--- src/rtl/as_pack.sv ---
// Shared types and constants for the ID/EX stage of the RV64I pipeline.
// ctrl_t carries the decoded control bits that travel with an instruction into EX.
package as_pack;

  localparam int XLEN = 64;

  typedef struct packed {
    logic       reg_wr;
    logic       mem_rd;
    logic       mem_wr;
    logic       mem_to_reg;
    logic       alu_src;
    logic [3:0] alu_op;
    logic       branch;
    logic       jump;
  } ctrl_t;

  localparam ctrl_t CTRL_NOP = '0;

endpackage

--- src/rtl/as_load_use_detect.sv ---
// Combinational load-use hazard detect: a load in EX whose destination is
// read by the valid instruction currently in ID.
module as_load_use_detect (
  input  logic       ex_valid_i,
  input  logic       ex_mem_rd_i,
  input  logic [4:0] ex_rd_i,
  input  logic       id_valid_i,
  input  logic [4:0] id_rs1_i,
  input  logic [4:0] id_rs2_i,
  input  logic       id_rs1_used_i,
  input  logic       id_rs2_used_i,
  output logic       luh_o
);

  logic rs1_hit;
  logic rs2_hit;

  // A load to x0 never produces a value worth waiting for.
  assign rs1_hit = id_rs1_used_i & (id_rs1_i == ex_rd_i);
  assign rs2_hit = id_rs2_used_i & (id_rs2_i == ex_rd_i);
  assign luh_o   = ex_valid_i & ex_mem_rd_i & (ex_rd_i != 5'd0) & id_valid_i
                 & (rs1_hit | rs2_hit);

endmodule

--- src/rtl/as_id_ex_stage.sv ---
// ID/EX pipeline register with load-use bubble insertion, branch squash,
// global hold and a saturating stall-cycle counter.
module as_id_ex_stage
  import as_pack::*;
#(
  parameter int XLEN  = 64,
  parameter int CNT_W = 32
) (
  input  logic             clk_i,
  input  logic             rst_ni,
  input  logic             hold_i,
  input  logic             flush_i,
  input  logic             id_valid_i,
  input  logic [XLEN-1:0]  id_pc_i,
  input  logic [XLEN-1:0]  id_rs1_data_i,
  input  logic [XLEN-1:0]  id_rs2_data_i,
  input  logic [XLEN-1:0]  id_imm_i,
  input  logic [4:0]       id_rs1_i,
  input  logic [4:0]       id_rs2_i,
  input  logic [4:0]       id_rd_i,
  input  logic             id_rs1_used_i,
  input  logic             id_rs2_used_i,
  input  logic [2:0]       id_funct3_i,
  input  ctrl_t            id_ctrl_i,
  output logic             id_ex_valid_o,
  output logic [XLEN-1:0]  id_ex_pc_o,
  output logic [XLEN-1:0]  id_ex_rs1_data_o,
  output logic [XLEN-1:0]  id_ex_rs2_data_o,
  output logic [XLEN-1:0]  id_ex_imm_o,
  output logic [4:0]       id_ex_rs1_o,
  output logic [4:0]       id_ex_rs2_o,
  output logic [4:0]       id_ex_rd_o,
  output logic [2:0]       id_ex_funct3_o,
  output ctrl_t            id_ex_ctrl_o,
  output logic             stall_o,
  output logic [CNT_W-1:0] stall_cnt_o
);

  logic luh;

  as_load_use_detect u_luh (
    .ex_valid_i    (id_ex_valid_o),
    .ex_mem_rd_i   (id_ex_ctrl_o.mem_rd),
    .ex_rd_i       (id_ex_rd_o),
    .id_valid_i    (id_valid_i),
    .id_rs1_i      (id_rs1_i),
    .id_rs2_i      (id_rs2_i),
    .id_rs1_used_i (id_rs1_used_i),
    .id_rs2_used_i (id_rs2_used_i),
    .luh_o         (luh)
  );

  // Flush and hold both override the stall: the ID instruction is either
  // being discarded or the whole pipeline is frozen anyway.
  assign stall_o = luh & ~flush_i & ~hold_i;

  // NOTE: every register here is state, so it is written with <= only;
  // blocking assignments would make the outcome depend on block ordering.
  always_ff @(posedge clk_i or negedge rst_ni) begin
    if (!rst_ni) begin
      id_ex_valid_o    <= 1'b0;
      id_ex_pc_o       <= '0;
      id_ex_rs1_data_o <= '0;
      id_ex_rs2_data_o <= '0;
      id_ex_imm_o      <= '0;
      id_ex_rs1_o      <= '0;
      id_ex_rs2_o      <= '0;
      id_ex_rd_o       <= '0;
      id_ex_funct3_o   <= '0;
      id_ex_ctrl_o     <= CTRL_NOP;
      stall_cnt_o      <= '0;
    end else if (hold_i) begin
      // Frozen: everything keeps its value.
    end else if (flush_i || luh) begin
      // Bubble: rd=0 keeps forwarding from ever matching it.
      id_ex_valid_o    <= 1'b0;
      id_ex_pc_o       <= '0;
      id_ex_rs1_data_o <= '0;
      id_ex_rs2_data_o <= '0;
      id_ex_imm_o      <= '0;
      id_ex_rs1_o      <= '0;
      id_ex_rs2_o      <= '0;
      id_ex_rd_o       <= '0;
      id_ex_funct3_o   <= '0;
      id_ex_ctrl_o     <= CTRL_NOP;
      if (!flush_i && stall_cnt_o != '1) begin
        stall_cnt_o <= stall_cnt_o + CNT_W'(1);
      end
    end else begin
      id_ex_valid_o    <= id_valid_i;
      id_ex_pc_o       <= id_pc_i;
      id_ex_rs1_data_o <= id_rs1_data_i;
      id_ex_rs2_data_o <= id_rs2_data_i;
      id_ex_imm_o      <= id_imm_i;
      id_ex_rs1_o      <= id_rs1_i;
      id_ex_rs2_o      <= id_rs2_i;
      id_ex_rd_o       <= id_valid_i ? id_rd_i : 5'd0;
      id_ex_funct3_o   <= id_funct3_i;
      id_ex_ctrl_o     <= id_valid_i ? id_ctrl_i : CTRL_NOP;
    end
  end

endmodule

--- config.mk ---
export PLATFORM = sky130hd
export DESIGN_NAME = as_id_ex_stage
export DESIGN_NICKNAME = d
export VERILOG_FILES = /design/src/rtl/as_pack.sv /design/src/rtl/as_load_use_detect.sv /design/src/rtl/as_id_ex_stage.sv
export SDC_FILE = /design/constraint.sdc
export NUM_CORES = 1
export LEC_CHECK = 0
export ABC_AREA = 1
export CORE_AREA = 4 4 239 241
export DETAILED_ROUTE_END_ITERATION = 7
export DIE_AREA = 0 0 243 245
export GPL_TIMING_DRIVEN = 1
export PLACE_DENSITY = 0.58
export SLEW_MARGIN = 20
export SYNTH_ARGS = -nofsm -noshare
export SYNTH_HDL_FRONTEND = slang
export SYNTH_HIERARCHICAL = 1
export SYNTH_SLANG_ARGS = --single-unit
--- constraint.sdc ---
create_clock -name clk_i -period 2.7 [get_ports clk_i]
set_input_delay 0.27 -clock clk_i [delete_from_list [all_inputs] [get_ports clk_i]]
set_output_delay 0.27 -clock clk_i [all_outputs]
set_load 0.005 [all_outputs]
==> impl_summary.md <==
Power and ir drop
Power spread over the standard cell area amounts to 558 nW/µm². In this run the static leakage power is 10.3 nW. Across the VDD grid, the largest voltage drop is 0.328 mV.

Worst setup path
The family with the most delay on the worst path is simple AND/OR/NAND/NOR gates. The longest individual stage delay on the worst path is 400 ps. Measured in cells, the most critical reg-to-reg path has a length of 13.

The critical path in this run is classified as register to output port. In this run the number of cells on the critical path is 9. The startpoint identified for the worst register-to-register timing path is id_ex_rd_o[1]$_DFFE_PN0N_.

Counting both buffers and inverters, the worst setup path holds a total of 2. The endpoint identified for the worst register-to-register timing path is stall_cnt_o[24]$_DFFE_PN0P_. The data arrival time of the critical path is 2250 ps.

The critical path goes through inv_1 > nand2_1 > nand2_1 > nor2_1 > nand3_1 > a21oi_4 > nand2_1 > nor2_4 > dlygate4sd2_1. STA classifies the critical path endpoint as an output port. The worst-case register-to-register setup slack is 520 ps.

The standard cell with the maximum stage delay on the critical path is sky130_fd_sc_hd__dfrtp_2. The termination of the worst setup path is stall_o. The worst setup path is launched from a register.

The required time of the critical path is 2430 ps. The launch point of the worst path is id_ex_rd_o[1]$_DFFE_PN0N_. The peak fanout along the critical path is 4. The most frequent cell on the critical path is sky130_fd_sc_hd__nand2_1.

Detailed routing
The routed design has 52.0 mm of wire. The first TritonRoute pass finished after 5 iterations. The starting DRC count in detailed routing is 717.

The routed layout has 13.1k vias. After detailed routing, the number of remaining DRC violations is 0. After detailed routing, the average wire length per cell comes to 17.6 µm.

The final antenna-violating net count is 0. The via-per-instance ratio is 4.43.

STA
The fraction of the cycle the final worst path needs is 93.3%. The worst pin sits at a relative slew slack of 41.6%. The number of pins with negative max-slew slack in the final report is 0. At the pin with the least slew margin, the transition time is 875 ps. Setup total negative slack on the finished layout was measured at 0 ps. The maximum clock frequency is 397 MHz. The hold violation total from the final report came to 0. The worst path setup slack after routing is 181 ps. The time the final worst path needs with I/O delays and setup is 2520 ps. Clock skew on the completed layout was measured at 25.4 ps. Setup repair after global routing left no endpoint under its margin. The final setup violation count is 0.

Synthesis
Synthesis produced 1636 cells. The fraction of synthesis flops using an asynchronous set or reset pin is 100%. The most frequently used flop master after synthesis is sky130_fd_sc_hd__dfrtp_1. The number of enable-type register cells in the synthesized netlist is 0.

The commonest cells after synthesis are sky130_fd_sc_hd__nand2_1, sky130_fd_sc_hd__dfrtp_1, sky130_fd_sc_hd__nand3_1. The most common cell in the synthesized netlist is sky130_fd_sc_hd__nand2_1. Synthesis inferred 318 register bits. Synthesis produced a netlist with a net count of 1929. The cell type contributing the most total cell area after synthesis is sky130_fd_sc_hd__dfrtp_1. In this run the biggest area consumer among cell types represents 58.8% of the synthesized area. Sequential elements use 58.8% of the synthesized area.

The synthesized area per cell is 8.28 µm². The mapped netlist covers 13500 µm². After synthesis, the netlist uses 24 different library cells. In the post-synthesis netlist, the biggest area contributors are sky130_fd_sc_hd__dfrtp_1, sky130_fd_sc_hd__nand2_1, sky130_fd_sc_hd__nand3_1.

During synthesis, Yosys emitted a total of 6 warnings.

Clocking
The largest buffer count on any clock path is 3. The root buffer cell chosen for the clock tree is sky130_fd_sc_hd__clkbuf_16. The clock drives 318 sinks.

The clock-pin slew on the worst setup and hold paths is 60 ps. Clock latency on the worst-skew pair, taken at its later pin, is 550 ps. The total clock buffers created by CTS is 38. The level count of the clock H-tree is 2.

The TritonCTS clock tree is yes.

Die
The die is 243 µm wide. The floorplan step defined a die boundary enclosing 59500 µm². The row count is 86. The I/O pin count is 611.

In this run the vertical extent of the chip is 245 µm. For this configuration, the core starts out at a cell density of 24.7%. The core outline area is 54900 µm².

GRT
In this run the most used layer during global routing was met2. The initial antenna violation count is 3. The met2 global-route usage is 28.5%. The met3 usage in global routing is 6.65%.

The first global-routing pass estimated 80.1 mm of wire. The number of global-route vias before repair is 13.5k. Global routing used 16.8% of the available tracks across all layers. The met1 routing resource usage after global routing is 19.8%. The total overflow left after global routing is 0. Entering global routing, the biggest net connects 177 pins.

Layout
The area taken by multi-input logic gates is 4960 µm². The area growth from synthesis to layout is 60.0%. The final instance area is 21700 µm². The sequential cell area is 7960 µm². The net count of the finished layout is 2515. The post-route netlist has 5.21% of its cells at a drive strength greater than 1. The filler cell count in the final layout is 5515.

Status
The run finished with clean final reports.

Place
The routability-driven placement congestion ratio is 0.845. Once placement finished, the instance area stood at 20400 µm². At the placement stage, the worst setup path has a slack of 47.2 ps. Port buffering added 610 buffers. The HPWL reported at the end of detailed placement is 38.0 mm.

Run
The count of max-cap constraint violations is 0.

Min path
In this run the worst hold path is classified as primary input to register.
[report_power, final]
group	switching (W)	internal, W
Sequential	0.000194	0.00509
Combinational	0.000807	0.00111
Clock	0.00208	0.00279
Total	0.00308	0.00900
[area by class of cell]
type                       instances  area share [%]
multi-input combinational       1165            22.9
tap                              704            4.07
sequential                       318            36.8
clock buffer                      52            4.96
antenna                            2          0.0231
clock inverter                    13           0.451
inverter                          57            1.03
timing repair buffer             642            29.8
[flip-flops by register name, summed over array words and instances, names as in the netlist]
| name | cells |
|---|---|
| id_ex_rs1_o | 5 |
| id_ex_rs2_data_o | 64 |
| id_ex_funct3_o | 3 |
| id_ex_rd_o | 5 |
| id_ex_imm_o | 64 |
| id_ex_valid_o | 1 |
| id_ex_ctrl_o | 11 |
| id_ex_rs1_data_o | 64 |
| stall_cnt_o | 32 |
| id_ex_pc_o | 64 |
| id_ex_rs2_o | 5 |
[worst register-to-register path, cell delays in order (launching register included)]
cell                      delay [ps]
sky130_fd_sc_hd__dfrtp_2         400
sky130_fd_sc_hd__inv_1           110
sky130_fd_sc_hd__nand2_1          70
sky130_fd_sc_hd__nand2_1          50
sky130_fd_sc_hd__nor2_1          110
sky130_fd_sc_hd__nand3_1         140
sky130_fd_sc_hd__a21oi_4         250
sky130_fd_sc_hd__nand2_1         130
sky130_fd_sc_hd__nor2_4          190
sky130_fd_sc_hd__buf_4           210
sky130_fd_sc_hd__nand2_8          90
sky130_fd_sc_hd__inv_4           220
sky130_fd_sc_hd__nand2_1         110
sky130_fd_sc_hd__nand2_1          60
[cell families after synthesis]
kind of cell | share of synthesized area, %
adder cells (fa/ha/maj) | 0.0924
flip-flops | 58.8
AO/OA/AOI/OAI | 0.804
XOR/XNOR | 0.906
AND/OR/NAND/NOR | 34.7
buffers and inverters | 4.74
[placed cells by master, fill, tap and decap left out, types with 6 or more instances in the layout]
| master | synthesis | final |
|---|---|---|
| sky130_fd_sc_hd__nand2_1 | 760 | 760 |
| sky130_fd_sc_hd__clkdlybuf4s50_1 | 0 | 607 |
| sky130_fd_sc_hd__dfrtp_1 | 318 | 313 |
| sky130_fd_sc_hd__nand3_1 | 290 | 290 |
| sky130_fd_sc_hd__nor2_1 | 57 | 56 |
| sky130_fd_sc_hd__inv_1 | 52 | 52 |
| sky130_fd_sc_hd__clkbuf_16 | 0 | 38 |
| sky130_fd_sc_hd__buf_4 | 1 | 23 |
| sky130_fd_sc_hd__o21ai_0 | 20 | 20 |
| sky130_fd_sc_hd__xor2_1 | 8 | 8 |
| sky130_fd_sc_hd__buf_12 | 0 | 8 |
| sky130_fd_sc_hd__clkbuf_1 | 55 | 7 |
| sky130_fd_sc_hd__clkbuf_8 | 0 | 7 |
| sky130_fd_sc_hd__nand4_1 | 6 | 6 |
| sky130_fd_sc_hd__xnor2_1 | 6 | 6 |
[through the flow]
| step | util, % | instances | power (W) | hold slack [ps] |
|---|---|---|---|---|
| 2_1_floorplan | - | 1636 | 0.00584 | -25.6 |
| 6_report | 39.5 | 2953 | 0.0121 | 73.1 |
| 4_1_cts | 39.5 | 2951 | 0.0123 | 44.6 |
| 3_5_place_dp | 37.2 | 2882 | 0.00731 | 306 |
| 5_1_grt | 39.5 | 2953 | 0.0127 | 61.0 |
| 3_3_place_gp | 37.2 | 2882 | 0.00729 | 300 |
[timing repair]
action                     CTS  global route
buffers inserted             3             0
hold buffers                 1             0
hold endpoints to repair    59             0
resized for setup            8             0
setup endpoints to repair    1             0
[worst min path at each step]
stage	startpoint	to	slack, ps	depth (start not counted)
global placement	rst_ni	id_ex_pc_o[23]$_DFFE_PN0N_	300	1
detailed placement	rst_ni	id_ex_pc_o[23]$_DFFE_PN0N_	310	1
global route	hold_i	id_ex_imm_o[55]$_DFFE_PN0N_	60	3
CTS	hold_i	id_ex_imm_o[55]$_DFFE_PN0N_	40	3
finish	hold_i	id_ex_imm_o[55]$_DFFE_PN0N_	70	3
floorplan	rst_ni	id_ex_ctrl_o[0]$_DFFE_PN0N_	-30	0
[layer usage]
metal	vias to the layer above	part of all wire (%)	wire, µm
met5	-	0.025	13
met4	2	2.2	1160
met3	71	9.6	4970
met2	493	48	25200
met1	6177	40	20600
li1	6331	-	-
No activity file was read; power rests on OpenSTA's default activity.
